--- config.mk ---
export PLATFORM = sky130hd
export DESIGN_NAME = ysyx_25050148_csr_unit
export DESIGN_NICKNAME = d
export VERILOG_FILES = /design/src/rtl/ysyx_25050148_csr_unit.sv
export SDC_FILE = /design/constraint.sdc
export NUM_CORES = 1
export LEC_CHECK = 0
export ABC_AREA = 1
export BUFFER_PORTS_ARGS = -buffer_cell sky130_fd_sc_hd__clkbuf_2
export CAP_MARGIN = 25
export CORE_MARGIN = 2
export CORE_UTILIZATION = 30
export CTS_CLUSTER_DIAMETER = 100
export DETAILED_ROUTE_END_ITERATION = 7
export HOLD_SLACK_MARGIN = 0.08
export SYNTH_ARGS = -nofsm -noshare
export SYNTH_HDL_FRONTEND = slang
export SYNTH_SLANG_ARGS = --single-unit
--- constraint.sdc ---
create_clock -name clk -period 3.7 [get_ports clk]
set_input_delay 0.37 -clock clk [delete_from_list [all_inputs] [get_ports clk]]
set_output_delay 0.37 -clock clk [all_outputs]
set_load 0.02 [all_outputs]
--- src/rtl/ysyx_25050148_csr_unit.sv ---
// Machine-mode CSR file with csrrw/rs/rc, trap entry/mret sequencing and redirect PC.
// Define CSR_MCYCLE_EN to add the 64-bit mcycle counter at 0xB00 (and 0xB80 when XLEN=32).
module ysyx_25050148_csr_unit #(
  parameter int          XLEN        = 32,
  parameter logic [31:0] MSTATUS_RST = 32'h0000_1800,
  parameter logic [31:0] MTVEC_RST   = 32'h0000_0000,
  parameter logic [31:0] MVENDORID   = 32'h7973_7978,
  parameter logic [31:0] MARCHID     = 32'h017E_3C24
) (
  input  logic            clk,
  input  logic            rst,
  input  logic            csr_en,
  input  logic [1:0]      csr_op,
  input  logic [11:0]     csr_addr,
  input  logic [XLEN-1:0] csr_wdata,
  output logic [XLEN-1:0] csr_rdata,
  output logic            csr_illegal,
  input  logic            trap_valid,
  input  logic [XLEN-1:0] trap_pc,
  input  logic [XLEN-1:0] trap_cause,
  input  logic            mret_valid,
  output logic            redirect_valid,
  output logic [XLEN-1:0] redirect_pc
);

  // csr_en, trap_valid and mret_valid are single-cycle qualifiers with no back-pressure:
  // each takes effect at the clk edge that closes the cycle in which it is high.

  localparam logic [11:0] A_MSTATUS   = 12'h300;
  localparam logic [11:0] A_MISA      = 12'h301;
  localparam logic [11:0] A_MTVEC     = 12'h305;
  localparam logic [11:0] A_MSCRATCH  = 12'h340;
  localparam logic [11:0] A_MEPC      = 12'h341;
  localparam logic [11:0] A_MCAUSE    = 12'h342;
  localparam logic [11:0] A_MVENDORID = 12'hF11;
  localparam logic [11:0] A_MARCHID   = 12'hF12;
`ifdef CSR_MCYCLE_EN
  localparam logic [11:0] A_MCYCLE    = 12'hB00;
  localparam logic [11:0] A_MCYCLEH   = 12'hB80;
`endif

  localparam logic [1:0] OP_RW = 2'b01;
  localparam logic [1:0] OP_RS = 2'b10;
  localparam logic [1:0] OP_RC = 2'b11;

  localparam logic [XLEN-1:0] ALIGN_MASK = ~XLEN'(3);

  logic            mie;
  logic            mpie;
  logic [XLEN-1:0] mtvec;
  logic [XLEN-1:0] mscratch;
  logic [XLEN-1:0] mepc;
  logic [XLEN-1:0] mcause;
`ifdef CSR_MCYCLE_EN
  logic [63:0]     mcycle;
`endif

  logic [XLEN-1:0] mstatus_rd;
  logic [XLEN-1:0] misa_rd;
  logic [XLEN-1:0] cur_val;
  logic [XLEN-1:0] new_val;
  logic            addr_ok;
  logic            wr_attempt;
  logic            wr_en;

  always_comb begin
    mstatus_rd        = '0;
    mstatus_rd[12:11] = 2'b11;
    mstatus_rd[7]     = mpie;
    mstatus_rd[3]     = mie;
  end

  // MXL in the top two bits (1 for RV32, 2 for RV64), I extension at bit 8.
  always_comb begin
    misa_rd                   = '0;
    misa_rd[XLEN-1:XLEN-2]    = (XLEN == 64) ? 2'b10 : 2'b01;
    misa_rd[8]                = 1'b1;
  end

  always_comb begin
    addr_ok = 1'b1;
    cur_val = '0;
    case (csr_addr)
      A_MSTATUS:   cur_val = mstatus_rd;
      A_MISA:      cur_val = misa_rd;
      A_MTVEC:     cur_val = mtvec;
      A_MSCRATCH:  cur_val = mscratch;
      A_MEPC:      cur_val = mepc;
      A_MCAUSE:    cur_val = mcause;
      A_MVENDORID: cur_val = XLEN'(MVENDORID);
      A_MARCHID:   cur_val = XLEN'(MARCHID);
`ifdef CSR_MCYCLE_EN
      A_MCYCLE:    cur_val = mcycle[XLEN-1:0];
      A_MCYCLEH: begin
        if (XLEN == 32) cur_val = XLEN'(mcycle[63:32]);
        else            addr_ok = 1'b0;
      end
`endif
      default:     addr_ok = 1'b0;
    endcase
  end

  // Set/clear with a zero mask is a pure read, so it may target read-only registers.
  always_comb begin
    wr_attempt  = csr_en && ((csr_op == OP_RW) ||
                  (((csr_op == OP_RS) || (csr_op == OP_RC)) && (csr_wdata != '0)));
    csr_illegal = csr_en && (!addr_ok || (wr_attempt && (csr_addr[11:10] == 2'b11)));
    wr_en       = wr_attempt && !csr_illegal;
    csr_rdata   = csr_illegal ? '0 : cur_val;
  end

  always_comb begin
    case (csr_op)
      OP_RW:   new_val = csr_wdata;
      OP_RS:   new_val = cur_val | csr_wdata;
      OP_RC:   new_val = cur_val & ~csr_wdata;
      default: new_val = cur_val;
    endcase
  end

  always_comb begin
    redirect_valid = trap_valid | mret_valid;
    if (trap_valid)      redirect_pc = mtvec;
    else if (mret_valid) redirect_pc = mepc;
    else                 redirect_pc = '0;
  end

  // Trap and mret own the registers they touch; a concurrent CSR write to those is dropped.
  always_ff @(posedge clk) begin
    if (rst) begin
      mie      <= MSTATUS_RST[3];
      mpie     <= MSTATUS_RST[7];
      mtvec    <= XLEN'(MTVEC_RST) & ALIGN_MASK;
      mscratch <= '0;
      mepc     <= '0;
      mcause   <= '0;
    end else begin
      if (trap_valid) begin
        mepc   <= trap_pc & ALIGN_MASK;
        mcause <= trap_cause;
        mpie   <= mie;
        mie    <= 1'b0;
      end else if (mret_valid) begin
        mie    <= mpie;
        mpie   <= 1'b1;
      end
      if (wr_en) begin
        case (csr_addr)
          A_MSTATUS: begin
            if (!trap_valid && !mret_valid) begin
              mie  <= new_val[3];
              mpie <= new_val[7];
            end
          end
          A_MTVEC:    mtvec    <= new_val & ALIGN_MASK;
          A_MSCRATCH: mscratch <= new_val;
          A_MEPC:     if (!trap_valid) mepc   <= new_val & ALIGN_MASK;
          A_MCAUSE:   if (!trap_valid) mcause <= new_val;
          default: ;
        endcase
      end
    end
  end

`ifdef CSR_MCYCLE_EN
  logic [63:0] lo_written;
  logic [63:0] hi_written;

  always_comb begin
    lo_written               = mcycle;
    lo_written[XLEN-1:0]     = new_val;
    hi_written               = mcycle;
    hi_written[63:32]        = new_val[31:0];
  end

  // A written half replaces the count for that cycle; counting resumes on the next edge.
  always_ff @(posedge clk) begin
    if (rst)                                          mcycle <= '0;
    else if (wr_en && (csr_addr == A_MCYCLE))         mcycle <= lo_written;
    else if (wr_en && (csr_addr == A_MCYCLEH))        mcycle <= hi_written;
    else                                              mcycle <= mcycle + 64'd1;
  end
`endif

endmodule
# Word-level counts from Yosys, hierarchy flattened

Index checks and enable logic that the tools add are counted.

Eq/ne operators: 12
Multiplexer cells: 24
Reductions and logical operators: 17
Bitwise logic cells: 4

Operators by type and width:

| kind                                                   | number |
|---|---|
| 2-to-1 mux 32 bit                                      | 11 |
| one-hot mux 32 bit (8 select lines)                    | 1 |
| one-hot mux 32 bit (3 select lines)                    | 1 |
| equality test 12 x 10 -> 1 bit (second input constant) | 6 |
| bitwise AND 32 bit                                     | 1 |
| inverter 32 bit                                        | 1 |
| OR 32 bit                                              | 1 |
| nonzero test 32 bit                                    | 1 |
| equality test 12 bit (second input constant)           | 2 |
| 2-to-1 mux 1 bit                                       | 11 |
| OR reduction 8 bit                                     | 1 |
| equality test 2 bit (second input constant)            | 3 |
| logical AND 1 bit                                      | 6 |
| zero test 1 bit                                        | 4 |
| AND reduction 2 bit                                    | 2 |
| logical OR 1 bit                                       | 3 |
| equality test 2 x 1 -> 1 bit (second input constant)   | 1 |
| OR 1 bit                                               | 1 |

Logic and storage cells: 63
Flip-flop bits (word level): 128
Output and inout port bits: 66

# Depth between registers and ports, before layout

Gate-level depths: netlist of run 1.

Depth after elaboration: 11
Depth in mapped cells: 15
Gate-level depth less buffers: 15

# Least setup slack after synthesis of run 1

No wires, ideal clock.

Path type: input to output
From: input port csr_addr[9]
To: output port csr_rdata[10]
Stages: 11
Setup slack: 1466 ps
Data arrival time: 1864 ps
Buffers on the path: 1
Cells stage by stage: nand2_1 > inv_2 > nand2_1 > nor2_2 > nand2_2 > nand2_1 > nor2_1 > nand2_4 > a21boi_1 > buf_2 > nor2_1

Longest elaborated chain between the ends: 7

RTL lines:

| element                                                                       | RTL line | source |
|---|---|---|
| from (decl)                                                                   | 14       | `input logic [11:0] csr_addr,` |
| equality test 12 x 10 -> 1 bit / equality test 12 bit (equally long branches) | 83       | `case (csr_addr)` |
| OR reduction 8 bit (no line) *                                                | --       |  |
| 2-to-1 mux 1 bit *                                                            | 83       |  |
| zero test 1 bit *                                                             | 107      | `csr_illegal = csr_en && (!addr_ok \|\| (wr_attempt && (csr_addr[11:10] == 2'b11)));` |
| logical OR 1 bit *                                                            | 107      |  |
| logical AND 1 bit *                                                           | 107      |  |
| via csr_illegal                                                               | 17       | `output logic csr_illegal,` |
| 2-to-1 mux 32 bit *                                                           | 109      | `csr_rdata = csr_illegal ? '0 : cur_val;` |
| to (decl)                                                                     | 16       | `output logic [XLEN-1:0] csr_rdata,` |

Mark *: on every way through the listed nets, which the timed path passes. The rest lies on a longest branch.

# Worst setup path after layout of run 1

From: input port csr_addr[2]
To: output port csr_rdata[11]

Longest elaborated chain between the ends: 7

RTL lines:

| element                                                                       | RTL line |
|---|---|
| equality test 12 x 10 -> 1 bit / equality test 12 bit (equally long branches) | 83 |
| OR reduction 8 bit (no line)                                                  | -- |
| 2-to-1 mux 1 bit                                                              | 83 |
| zero test 1 bit                                                               | 107 |
| logical OR 1 bit                                                              | 107 |
| logical AND 1 bit                                                             | 107 |
| 2-to-1 mux 32 bit *                                                           | 109 |

Mark *: on every way between the ends. The rest lies on a longest branch, timed or not.

==> flow_summary.ini, run 1 <==
[worst_hold_path]
whs_endpoint = mcause[30]
hp-class = input port to flip-flop
min_from = trap_cause[30]
holdPathStages = 3

[synthesis]
yosys.area.top_type = dfxtp_1
synth.cells.most_frequent = 483 x nand2_1, 269 x nor2_1, 159 x o21ai_0
synth.top_cells.by_area = dfxtp_1 30%, nand2_1 21%, nor2_1 12%
async_flop_share = 0
synth.most_common_cell = nand2_1
seq_area_frac_synth = 0.3010
yosys.area.top_type_share = 0.3010
synth_cells = 1497
yosysUniqueCellTypes = 34
synthFlopType = dfxtp_1
ys_ff_latch = 128
synth_nets = 1612
synth_edf_count = 0
ys_warn_count = 0
syn_area_per_cell_um2 = 5.686
syn-cell-area_um2 = 8512

[clocking]
post_cts_resized = 0
cts_buffer_depth = 2
cts_hold_buf = 0
cts_tree = yes
root_buffer = clkbuf_16
path_clk_slew_ns = 0.06
clk_latency_ns = 0.43
htree_levels = 4
cts_sinks = 128
postCtsSetupBuffers = 0
numCtsBuffers = 17

[route]
totalWireLength_um = 35500
first_iter_violations = 1043
ant_nets = 0
dr.pass1.iters = 5
wire_per_inst_um = 17.52
route.detailed.drc = 0
num_vias = 10503
drt-vias-per-instance = 5.184

[timing]
worst_slew_pin_slew_ns = 0.9486
slew_viol_final = 0
hold_viol_final = 0
post-route-period-util = 0.8714
fmax_mhz = 310.2
rsz0062_at_grt = false
setup_violations = 0
max_slew_margin = 0.3639
timing.final.ws_setup_ns = 0.4758
period_needed_ns = 3.224
skew_ns = 0.006855
tns_ns = 0

[floorplan]
coreArea_um2 = 27860
dieArea_um2 = 29740
die_w_um = 172.4
pin_count = 181
rows = 61
fp.dieH_um = 172.4
start_util = 0.3055

[power]
power_density_nw_per_um2 = 339.9
p_total_mw = 3.504
leakagePower_nw = 5.115
ir_drop_uv = 231.1

[placed_design]
gp_congestion = 0.9062
post-place-cells = 1992
io_buffers = 178
dp_slack_ns = 0.5341
hpwl_um = 24390

[final_layout]
register_area_um2 = 2562
drive_above_1_share = 0.1660
area_growth_pct = 21.09
nFillCells = 3085
multi_input_area_um2 = 5273
fin_cells = 2026
fin_nets = 1748
fin_util = 0.3700

[worst_setup_path]
worstRegToRegCells = 10
rrSetupSlack_ns = 2.44
cp-start-kind = input port
cp_max_fo = 13
end_kind = output pin
regToRegStartpoint = mtvec[5]
required_ns = 3.33
path_class = input port to output pin
crit_arrival_ns = 2.85
reg2reg_to = mepc[5]

[global_route]
antenna_found_initial = 2
track_usage = 0.2356
grt-ovfl-total = 0
first_global_vias = 9697
grt_max_degree = 86
grt_pass1_wl_um = 53290

[status]
outcome = completed

[run]
max-cap-violations = 0
[per-stage QoR]
stage | hold slack, ns | instance area [um^2]
after floorplan | 0.4391 | 8512
after global placement | 0.4682 | 9724
after detailed placement | 0.4751 | 9752
after CTS | 0.2506 | 10300
after global routing | 0.2566 | 10300
final | 0.2495 | 10310
[layout by cell type (no fill, tap or decap), types with 3 or more instances in the layout]
| cell | n |
|---|---|
| nor2_2 | 7 |
| nand4_1 | 10 |
| a31oi_1 | 6 |
| buf_12 | 3 |
| nor2_1 | 267 |
| nor3_1 | 4 |
| dfxtp_1 | 128 |
| nor2_4 | 6 |
| clkbuf_2 | 177 |
| o21ai_0 | 159 |
| inv_2 | 6 |
| a21oi_1 | 105 |
| clkinv_2 | 7 |
| nand3_1 | 132 |
| diode_2 | 3 |
| buf_4 | 29 |
| clkinvlp_4 | 3 |
| a22oi_1 | 3 |
| nand2_1 | 483 |
| nand2_2 | 4 |
| clkbuf_16 | 17 |
| inv_1 | 60 |
| o21ai_1 | 6 |
[worst max-delay path, cell delays in order]
cell and delay [ns]:
clkbuf_2 0.10, inv_1 0.04, nand2_1 0.11, nor2_1 0.14
nand3_1 0.25, nand2_1 0.12, nor2_1 0.19, nand2_4 0.11
a21boi_2 0.73, buf_4 0.37, a21oi_1 0.12, clkbuf_2 0.19
[flip-flops by register name, summed over array words and instances, names as in the netlist]
name,cells
mcause,32
mie,1
mepc,32
mscratch,32
mtvec,30
mpie,1
[worst max-delay path by stage]
stage	slack, ns	endpoint	start	cells after the start
finish	0.48	csr_rdata[11]	csr_addr[2]	12
floorplan	1.47	csr_rdata[10]	csr_addr[9]	11
global placement	0.57	csr_rdata[12]	csr_addr[9]	13
global route	0.36	csr_rdata[2]	csr_addr[3]	12
detailed placement	0.53	csr_rdata[12]	csr_addr[9]	13
CTS	0.53	csr_rdata[12]	csr_addr[9]	13
[kinds of logic after synthesis]
logic type | after synthesis | share of synthesized area
AO/OA/AOI/OAI | 286 | 0.1724
buffers and inverters | 160 | 0.08173
flip-flops | 128 | 0.3010
AND/OR/NAND/NOR | 923 | 0.4448
[metal layers]
layer | up-vias | wire length, um | track usage
li1 | 5107 | - | -
met1 | 4888 | 14630 | 0.2952
met2 | 459 | 16930 | 0.4033
met3 | 49 | 3061 | 0.04532
met4 | 0 | 877 | 0.08111
met5 | - | 0 | 0
[cell type report]
cell class	instances	share of cell area
well taps	378	0.04588
flip-flops and latches	128	0.2486
clock inverters	11	0.008861
inverters	67	0.02452
repair buffers	210	0.1156
multi-input cells	1209	0.5115
clock buffers	20	0.04431
diodes	3	0.0007283
[power by group]
part	leakage (nW)	internal, mW	total, mW	switching (mW)
Combinational	3.80	0.148	0.461	0.312
Clock	0.267	0.947	1.61	0.660
Sequential	1.04	1.42	1.44	0.0191
Total	5.12	2.51	3.50	0.991
Power figures use the tool's default switching activity.
==> inputs of run 2 (changes only) <==
==> constraint.sdc (replaced) <==
create_clock -name clk -period 2.96 [get_ports clk]
set_input_delay 0.296 -clock clk [delete_from_list [all_inputs] [get_ports clk]]
set_output_delay 0.296 -clock clk [all_outputs]
set_load 0.02 [all_outputs]
==> flow_summary.ini, run 2 (same netlist as run 1, synthesis figures left out) <==
[status]
outcome = completed

[global_route]
grt-ovfl-total = 0
antenna_found_initial = 1
grt_max_degree = 59
grt_pass1_wl_um = 54020
track_usage = 0.2395
first_global_vias = 9968

[placed_design]
io_buffers = 178
gp_congestion = 0.8461
hpwl_um = 24780

[worst_setup_path]
end_kind = output pin
regToRegStartpoint = mtvec[5]
cpMostUsedCell = nand2_1
crit_arrival_ns = 2.26
cp-start-kind = input port
cpPeakStageDelay_ns = 0.35
critPathBufInv = 5
reg2reg_to = mepc[5]
path_cells = clkbuf_2 > inv_1 > nand2_1 > nor2_1 > inv_1 > nor2_4 > buf_12 > nand2_1 > nand2_1 > nor2_1 > a21oi_1 > clkbuf_2
cpMaxStageDelayCell = nor2_1
rrSetupSlack_ns = 1.69
worstRegToRegCells = 10
crit_family = simple AND/OR/NAND/NOR gates
cp_max_fo = 26
path_class = input port to output pin
required_ns = 2.66

[route]
first_iter_violations = 976
dr.pass1.iters = 6
totalWireLength_um = 35780
drt-vias-per-instance = 5.165
route.detailed.drc = 0
num_vias = 10553
ant_nets = 0
wire_per_inst_um = 17.51

[clocking]
path_clk_slew_ns = 0.06
cts_hold_buf = 0
numCtsBuffers = 17
cts_sinks = 128
post_cts_resized = 0
clk_latency_ns = 0.43
cts_tree = yes
root_buffer = clkbuf_16
postCtsSetupBuffers = 0
cts_buffer_depth = 2
htree_levels = 4

[final_layout]
mostFrequentLayoutCell = nand2_1
area_growth_pct = 24.75
reg_top3 = mcause x32, mepc x32, mscratch x32
nFillCells = 3054
drive_above_1_share = 0.1751
register_area_um2 = 2562
multi_input_area_um2 = 5273
layout_common_cells = 483 x nand2_1, 267 x nor2_1, 177 x clkbuf_2, 159 x o21ai_0, 132 x nand3_1
fin_util = 0.3812
fin_nets = 1764

[timing]
max_slew_margin = 0.4712
rsz0062_at_grt = false
tns_ns = 0
skew_ns = 0.006823
worst_slew_pin_slew_ns = 0.7921
period_needed_ns = 2.551
fmax_mhz = 392.0
slew_viol_final = 0
hold_viol_final = 0
post-route-period-util = 0.8619
setup_violations = 0

[floorplan]
dieArea_um2 = 29740
pin_count = 181
rows = 61
die_w_um = 172.4
coreArea_um2 = 27860
fp.dieH_um = 172.4
start_util = 0.3055

[worst_hold_path]
hp-class = input port to flip-flop
holdPathStages = 3
whs_endpoint = mcause[3]
min_from = trap_cause[3]

[power]
ir_drop_uv = 477.2
p_total_mw = 4.959
leakagePower_nw = 5.268
power_density_nw_per_um2 = 467.0

[run]
max-cap-violations = 0
==> run 2: changes by cell type in the layout (fill, tap and decap cells not counted) <==
cell / before / now
buf_12: 3 / 7
clkbuf_1: 1 / 0
clkinv_2: 7 / 2
clkinvlp_4: 3 / 2
buf_4: 29 / 42
buf_16: 1 / 0
bufinv_16: 1 / 7
inv_6: 0 / 1
clkinv_4: 1 / 2
==> run 2: where the power goes <==
group	switching, mW	leakage, nW	internal (mW)
combinational	0.391	3.88	0.189
sequential	0.0248	1.04	1.77
clock	0.870	0.340	1.71
total	1.29	5.27	3.67
==> run 2: per-stage QoR <==
stage               hold slack (ns)  instances  area (um^2)  setup WS (ns)
floorplan                    0.3651       1497         8512         0.8739
global placement             0.4754       2008         9902         0.4057
detailed placement           0.4768       2008         9902         0.4090
CTS                          0.1528       2040        10610         0.4222
global route                 0.1657       2041        10610         0.1441
finish                       0.1571       2043        10620         0.4088
==> run 2: per-layer routing <==
metal	vias up	GRT usage	share of wire
met5	-	0	0
met4	0	0.1038	0.034
met3	72	0.04166	0.083
met2	489	0.4024	0.47
met1	4844	0.3005	0.42
li1	5148	-	-
==> run 2: worst min-delay path, stage by stage <==
cell and delay [ns]:
clkbuf_2 0.08, a22oi_1 0.07, a21oi_1 0.11
==> run 2: final cells by class <==
| class | instances | area share |
|---|---|---|
| Antenna cell | 3 | 0.0007070 |
| Clock buffer | 19 | 0.04265 |
| Clock inverter | 13 | 0.02415 |
| Inverter | 67 | 0.02380 |
| Multi-Input combinational cell | 1209 | 0.4965 |
| Sequential cell | 128 | 0.2413 |
| Tap cell | 378 | 0.04454 |
| Timing Repair Buffer | 226 | 0.1263 |
==> run 2: worst max path at each step <==
stage                startpoint             to  slack, ns  cells after the start
finish              csr_addr[3]  csr_rdata[11]       0.41                     12
global route        csr_addr[3]  csr_rdata[11]       0.14                     12
CTS                 csr_addr[3]  csr_rdata[11]       0.42                     12
detailed placement  csr_addr[3]    mscratch[1]       0.41                     13
global placement    csr_addr[3]   mscratch[15]       0.41                     13
floorplan           csr_addr[9]  csr_rdata[10]       0.87                     11
